### src/rtl/inst_fetch_pkg.sv
// inst_fetch_pkg
//   Shared types and constants for the instruction-fetch stage.
//   - if_state_e    : fetch FSM state encoding
//   - fetch_entry_t : {pc, inst} pair held in the skid buffer
//   - word_align()  : clears the byte-offset bits of an address
package inst_fetch_pkg;

  localparam int          WORD         = 32;
  localparam logic [31:0] RESET_PC_DEF = 32'h1c00_0000;
  localparam logic [31:0] NOP_INST     = 32'h0340_0000;  // andi r0,r0,0

  typedef enum logic [1:0] {
    IF_BOOT  = 2'd0,
    IF_RUN   = 2'd1,
    IF_REDIR = 2'd2
  } if_state_e;

  typedef struct packed {
    logic [WORD-1:0] pc;
    logic [WORD-1:0] inst;
  } fetch_entry_t;

  function automatic logic [WORD-1:0] word_align(input logic [WORD-1:0] addr);
    return {addr[WORD-1:2], 2'b00};
  endfunction

endpackage

### src/rtl/inst_fetch_if.sv
// inst_fetch_if
//   Bundles the fetch stage's memory port, redirect input and ID handshake.
//   master : the fetch stage (drives imem_req/imem_addr and the if_* outputs)
//   slave  : the environment (memory, EX redirect, decoder)
interface inst_fetch_if;
  import inst_fetch_pkg::*;

  logic            imem_req;
  logic [WORD-1:0] imem_addr;
  logic [WORD-1:0] imem_rdata;
  logic            br_taken;
  logic [WORD-1:0] br_target;
  logic            if_valid;
  logic            id_ready;
  logic [WORD-1:0] if_inst;
  logic [WORD-1:0] if_pc;

  modport master (
    output imem_req, imem_addr, if_valid, if_inst, if_pc,
    input  imem_rdata, br_taken, br_target, id_ready
  );

  modport slave (
    input  imem_req, imem_addr, if_valid, if_inst, if_pc,
    output imem_rdata, br_taken, br_target, id_ready
  );

endinterface

### src/rtl/inst_fetch_fifo.sv
// inst_fifo
//   DEPTH-entry synchronous FIFO of {pc, inst} pairs used as the fetch skid buffer.
//   Ports: clk, rstn (async active-low), i_push/i_data, i_pop, i_flush
//          (wins over push), o_count (occupancy), o_head (oldest entry, no bypass).
module inst_fifo
  import inst_fetch_pkg::*;
#(
  parameter int DEPTH = 2
) (
  input  logic                     clk,
  input  logic                     rstn,
  input  logic                     i_push,
  input  logic                     i_pop,
  input  logic                     i_flush,
  input  fetch_entry_t             i_data,
  output logic [$clog2(DEPTH):0]   o_count,
  output fetch_entry_t             o_head
);

  localparam int AW = $clog2(DEPTH);

  fetch_entry_t   r_mem [DEPTH];
  logic [AW-1:0]  r_rd;
  logic [AW-1:0]  r_wr;
  logic [AW:0]    r_count;
  logic           w_push;
  logic           w_pop;

  assign w_push = i_push & ~i_flush;
  assign w_pop  = i_pop & (r_count != '0) & ~i_flush;

  always_ff @(posedge clk or negedge rstn) begin
    if (!rstn) begin
      r_rd    <= '0;
      r_wr    <= '0;
      r_count <= '0;
    end else if (i_flush) begin
      r_rd    <= '0;
      r_wr    <= '0;
      r_count <= '0;
    end else begin
      if (w_push) r_wr <= r_wr + 1'b1;
      if (w_pop)  r_rd <= r_rd + 1'b1;
      r_count <= r_count + (AW+1)'(w_push) - (AW+1)'(w_pop);
    end
  end

  // Payload storage needs no reset; validity is tracked by r_count.
  always_ff @(posedge clk) begin
    if (w_push) r_mem[r_wr] <= i_data;
  end

  // The upstream credit rule should make this unreachable.
  always_ff @(posedge clk) begin
    if (rstn && w_push && !w_pop)
      assert (r_count < (AW+1)'(DEPTH));
  end

  assign o_count = r_count;
  assign o_head  = r_mem[r_rd];

endmodule

### src/rtl/inst_fetch.sv
// inst_fetch
//   IF stage: owns the PC, issues one word fetch per cycle to a 1-cycle-latency
//   instruction memory, buffers responses in inst_fifo and hands them to ID over
//   valid/ready. A br_taken pulse flushes everything younger and refetches.
//   Ports: clk, rstn (async active-low), bus (inst_fetch_if.master).
//
//   state    | meaning
//   ---------+-----------------------------------------------------------
//   IF_BOOT  | first cycle after reset, no request
//   IF_RUN   | normal fetch, issue while buffer credit is available
//   IF_REDIR | bubble after a redirect; pc_f already holds the target
module inst_fetch
  import inst_fetch_pkg::*;
#(
  parameter logic [31:0] RESET_PC  = RESET_PC_DEF,
  parameter int          BUF_DEPTH = 2
) (
  input  logic              clk,
  input  logic              rstn,
  inst_fetch_if.master      bus
);

  localparam int CW = $clog2(BUF_DEPTH) + 1;

  if_state_e       r_state;
  logic [WORD-1:0] r_pc_f;
  logic [WORD-1:0] r_req_pc;
  logic            r_inflight;
  logic            r_kill;

  logic [CW-1:0]   w_count;
  fetch_entry_t    w_head;
  fetch_entry_t    w_push_data;
  logic            w_valid;
  logic            w_pop;
  logic            w_push;
  logic            w_issue;
  logic [CW:0]     w_occ;

  assign w_valid = (w_count != '0);
  assign w_pop   = w_valid & bus.id_ready;

  // Occupancy the buffer will have once this cycle's pop and pending response
  // settle; issuing only below BUF_DEPTH leaves room for the new response.
  // Depending on id_ready here keeps 1 inst/cycle with only two entries.
  assign w_occ   = {1'b0, w_count} + (CW+1)'(r_inflight) - (CW+1)'(w_pop);
  assign w_issue = (r_state == IF_RUN) & ~bus.br_taken
                 & (w_occ < (CW+1)'(BUF_DEPTH));

  // A response belonging to a fetch issued before a redirect is discarded.
  assign w_push      = r_inflight & ~r_kill;
  assign w_push_data = '{pc: r_req_pc, inst: bus.imem_rdata};

  inst_fifo #(.DEPTH(BUF_DEPTH)) u_fifo (
    .clk     (clk),
    .rstn    (rstn),
    .i_push  (w_push),
    .i_pop   (w_pop),
    .i_flush (bus.br_taken),
    .i_data  (w_push_data),
    .o_count (w_count),
    .o_head  (w_head)
  );

  always_ff @(posedge clk or negedge rstn) begin
    if (!rstn) begin
      r_state    <= IF_BOOT;
      r_pc_f     <= RESET_PC;
      r_req_pc   <= '0;
      r_inflight <= 1'b0;
      r_kill     <= 1'b0;
    end else begin
      r_kill <= bus.br_taken;
      if (bus.br_taken) begin
        r_state    <= IF_REDIR;
        r_pc_f     <= word_align(bus.br_target);
        r_inflight <= 1'b0;
      end else begin
        case (r_state)
          IF_BOOT:  r_state <= IF_RUN;
          IF_RUN:   r_state <= IF_RUN;
          IF_REDIR: r_state <= IF_RUN;
          default:  r_state <= IF_BOOT;
        endcase
        if (w_issue) begin
          r_req_pc   <= r_pc_f;
          r_pc_f     <= r_pc_f + 32'd4;
          r_inflight <= 1'b1;
        end else begin
          r_inflight <= 1'b0;
        end
      end
    end
  end

  assign bus.imem_req  = w_issue;
  assign bus.imem_addr = r_pc_f;
  assign bus.if_valid  = w_valid;
  assign bus.if_inst   = w_valid ? w_head.inst : '0;
  assign bus.if_pc     = w_valid ? w_head.pc   : '0;

endmodule

### src/flat_wrapper.sv
// flat-port wrapper written by rule: the top's interface ports become plain ports
module inst_fetch_flat import inst_fetch_pkg::*;
#(
  parameter logic [31:0] RESET_PC  = RESET_PC_DEF,
  parameter int          BUF_DEPTH = 2
)
  (clk, rstn, bus_imem_req, bus_imem_addr, bus_if_valid, bus_if_inst, bus_if_pc, bus_imem_rdata, bus_br_taken, bus_br_target, bus_id_ready);
  inst_fetch_if bus_i ();
  input  logic clk;
  input  logic rstn;
  output wire logic [$bits(bus_i.imem_req)-1:0] bus_imem_req;
  output wire logic [$bits(bus_i.imem_addr)-1:0] bus_imem_addr;
  output wire logic [$bits(bus_i.if_valid)-1:0] bus_if_valid;
  output wire logic [$bits(bus_i.if_inst)-1:0] bus_if_inst;
  output wire logic [$bits(bus_i.if_pc)-1:0] bus_if_pc;
  input wire logic [$bits(bus_i.imem_rdata)-1:0] bus_imem_rdata;
  input wire logic [$bits(bus_i.br_taken)-1:0] bus_br_taken;
  input wire logic [$bits(bus_i.br_target)-1:0] bus_br_target;
  input wire logic [$bits(bus_i.id_ready)-1:0] bus_id_ready;
  assign bus_imem_req = bus_i.imem_req;
  assign bus_imem_addr = bus_i.imem_addr;
  assign bus_if_valid = bus_i.if_valid;
  assign bus_if_inst = bus_i.if_inst;
  assign bus_if_pc = bus_i.if_pc;
  assign bus_i.imem_rdata = bus_imem_rdata;
  assign bus_i.br_taken = bus_br_taken;
  assign bus_i.br_target = bus_br_target;
  assign bus_i.id_ready = bus_id_ready;
  inst_fetch #(.RESET_PC(RESET_PC), .BUF_DEPTH(BUF_DEPTH)) u_core (.clk(clk), .rstn(rstn), .bus(bus_i));
endmodule
### config.mk
export PLATFORM = sky130hd
export DESIGN_NAME = inst_fetch_flat
export DESIGN_NICKNAME = d
export VERILOG_FILES = /design/src/rtl/inst_fetch_pkg.sv /design/src/rtl/inst_fetch_if.sv /design/src/rtl/inst_fetch_fifo.sv /design/src/rtl/inst_fetch.sv /design/src/flat_wrapper.sv
export SDC_FILE = /design/constraint.sdc
export NUM_CORES = 1
export LEC_CHECK = 0
export BUFFER_PORTS_ARGS = -buffer_cell sky130_fd_sc_hd__buf_2
export CORE_UTILIZATION = 55
export CTS_CLUSTER_DIAMETER = 100
export CTS_CLUSTER_SIZE = 12
export DETAILED_ROUTE_END_ITERATION = 6
export PLACE_DENSITY = 0.8
export SYNTH_ARGS = -nofsm -noshare
export SYNTH_HDL_FRONTEND = slang
export SYNTH_SLANG_ARGS = --single-unit
### constraint.sdc
create_clock -name clk -period 5.5 [get_ports clk]
set_clock_uncertainty 0.2 [all_clocks]
set_input_delay 0.275 -clock clk [delete_from_list [all_inputs] [get_ports clk]]
set_output_delay 0.275 -clock clk [all_outputs]
set_load 0.1 [all_outputs]
==> metrics.yaml <==
drt:
  drt.antenna.violating_nets: 0
  drcViolationCount: 0
  vias_per_cell: 5.52
  first_pass_iters: 6
  routedWlPerCell_um: 16.9
  wirelength_mm: 17.7
  num_vias: 5787
  drt_iter0_drc: 637
global_route:
  grt_util_all_layers: 0.245
  grt_pass1_wl_mm: 28.0
  pin_count_of_the_biggest_net_entering_global_routing: 68
  number_of_global_route_vias_before_repair: 5730
  grt_overflow: 0
  antenna_violations_before_repair: 0
power_and_ir_drop:
  p_per_area_nw_per_um2: 350
  power.switching_fraction: 0.311
  p_total_uw: 3560
  irDropWorstVdd_mv: 0.219
  power_leakage_uw: 0.00423
  cell_internal_pwr_uw: 2450
  share_seq_of_total_power: 0.499
  comb_power_share: 0.175
  net-switching-power_uw: 1110
  power.share.clock: 0.326
die:
  placeableCoreArea_um2: 14100
  floorplan.die.width_um: 123
  fp.dieArea_um2: 15200
  effective_utilization_at_floorplan: 0.574
  num_io_pins: 166
  num_rows: 43
  die_h_um: 123
sta:
  slew_headroom: 0.216
  final-max-slew-violation-count: 0
  fin_crit_ns: 4.82
  max_freq_ghz: 0.207
  rsz0062_at_grt: "false"
  finalSetupViolCount: 0
  finalHoldViolations: 0
  setup_tns_ns: 0
  tightest_slew_ns: 1.17
  hold_ws_ns: 0.0971
  final_min_period_over_clock_period: 0.877
clock_tree:
  htreeDepth: 4
  cts_max_path_buffers: 2
  cts_root_buf: "clkbuf_16"
  worstSkewPairLatency_ns: 0.42
  hold_fix_buffers_cts: 63
  clkTransAtPathRegs_ns: 0.07
  tritoncts_buffer_count: 17
  cts_setup_buffers: 0
  tritoncts_clock_tree: "done"
  postCtsResizedCells: 0
  cts_sink_count: 191
critical_path:
  critPathKind: "flop to flop"
  critical-path-max-stage-delay_ns: 0.95
  startpoint_type: "flop"
  worst-path-max-fanout: 65
  worstPathCellList: "nor2_4 -> inv_1 -> and2_1 -> ha_1 -> nand2b_1 -> fa_1 -> xor2_1 -> or4_4 -> clkinv_2 -> nor2_2 -> o21ai_0 -> o311ai_1"
  cp_data_required_time_ns: 5.62
  endpoint_kind: "flop"
  critPathSlowestCell: "nor2_2"
  arrival_ns: 4.95
run:
  max_cap_viol_count: 0
logic_synthesis:
  syn_area_per_cell_um2: 12.6
  synth.lib_cells_used.distinct: 51
  synth.yosys.warnings: 0
  mappedNetlistArea_um2: 8100
  number_of_enable_flip_flop_cells_after_synthesis: 124
  synth-seq-area-share: 0.668
  postSynthRegisterBits: 191
  synth_flop_cell: "edfxtp_1"
  synthArstFlopShare: 0.351
  netlist_instances: 645
run_status:
  outcome: "finished, final reports clean"
placed_design:
  globalplace.congestion: 0.789
  dp.final_hpwl_mm: 10.9
  total_of_buffers_placed_on_input_and_output_ports: 159
  post-place-cells: 954
final_layout:
  flow.area_growth_from_synthesis_pct: 25.7
  final_net_count: 929
  n_antenna_cell: 0
  final-instance-count-excl-fill: 1049
  final_layout_size_suffix_gt1_frac: 0.245
hold_path:
  timing.hold.worst.class: "input pin to flop"
[per-layer routing]
| metal | part of all wire | global-route usage | wire length, um | up-vias |
|---|---|---|---|---|
| li1 | - | - | - | 2723 |
| met3 | 0.071 | 0.0554 | 1260 | 36 |
| met1 | 0.42 | 0.313 | 7500 | 2781 |
| met4 | 0.016 | 0.107 | 291 | 0 |
| met5 | 0 | 0 | 0 | - |
| met2 | 0.49 | 0.404 | 8690 | 247 |
[cells by family after synthesis]
family / synth area share
adder cells (fa/ha/maj): 0.00866
flip-flops: 0.668
AND/OR/NAND/NOR: 0.153
buffers and inverters: 0.0286
multiplexers: 0.0828
AO/OA/AOI/OAI: 0.0499
other: 0.000463
XOR/XNOR: 0.00866
[power groups by stage]
stage,registers (uW),clock network (uW),logic (uW)
2_1_floorplan,1940,0,306
3_3_place_gp,1790,0,573
3_5_place_dp,1800,0,585
4_1_cts,1780,1170,622
5_1_grt,1790,1230,664
6_report,1780,1160,624
[metrics by stage]
step,utilization,cell area (um^2),setup slack [ns]
CTS,0.722,10200,0.732
global route,0.722,10200,0.284
finish,0.722,10200,0.676
detailed placement,0.637,8980,0.737
global placement,0.637,8980,0.870
floorplan,-,8110,1.28
[sequential cells by signal, summed over array words and instances, names as in the netlist]
name,flops
u_core.r_inflight,1
u_core.u_fifo.o_count,2
u_core.r_req_pc,30
u_core.r_kill,1
u_core.bus.imem_addr,30
u_core.u_fifo.r_mem,124
u_core.r_state,1
u_core.u_fifo.r_wr,1
u_core.u_fifo.r_rd,1
[critical path: cells and delay by family, from the launching register on]
kind                       cells  cell delay, ns
and+or+nand+nor                5            2.00
xor gates and xnor gates       1            0.18
buffers and inverters          2            0.79
AOI/OAI and AO/OA              2            0.40
adders and majority gates      2            0.65
DFF                            1            0.46
[final cells by class]
type	instances	area, um^2
Fill cell	975	3920
Sequential cell	191	5410
Tap cell	180	225
Inverter	8	31.3
Clock buffer	20	447
Multi-Input combinational cell	412	2490
Clock inverter	12	114
Timing Repair Buffer	226	1460
[synthesized netlist by cell type, types with 6 or more instances]
cell      number  area share
buf_2          7      0.0043
o311ai_1       7      0.0076
nand2b_1       6      0.0046
inv_1          7      0.0032
mux2i_1       67       0.083
and2_1         8      0.0062
edfxtp_1     124        0.46
clkbuf_1      16      0.0074
dfrtp_1       64        0.20
o21ai_0       17       0.011
nand4_1        9      0.0070
nand3_1       14      0.0087
nor2_1        84       0.039
nand2_1      120       0.056
[cells in the final DEF, fill, tap and decap left out, drive strengths merged, types with 10 or more instances in the layout]
master	netlist	final
nand3	16	16
nand2	120	120
nor2	85	85
mux2i	67	67
dlygate4sd3	0	63
buf	21	163
clkbuf	16	20
clkinv	1	10
dfrtp	64	64
edfxtp	124	124
nand4	10	10
o21ai	18	18
[worst paths after layout]
check / start / end / slack (ns) / cells past startpoint
worst min-delay path: bus_id_ready / u_core.u_fifo.r_rd$_DFFE_PN0P_ / 0.1 / 4
worst max-delay path: u_core.u_fifo.o_count[1]$_DFF_PN0_ / u_core.bus.imem_addr[11]$_DFFE_PN0P_ / 0.68 / 12
max in group asynchronous: rstn / u_core.u_fifo.r_rd$_DFFE_PN0P_ / 4.05 / 3
min in group asynchronous: rstn / u_core.r_req_pc[20]$_DFFE_PN0P_ / 0.39 / 3
worst min register to register: u_core.r_state[0]$_DFF_PN0_ / u_core.r_state[0]$_DFF_PN0_ / 0.26 / 1
worst max register to register: u_core.u_fifo.o_count[1]$_DFF_PN0_ / u_core.bus.imem_addr[11]$_DFFE_PN0P_ / 0.68 / 12
Note: power is estimated with default switching activity, not from simulation.
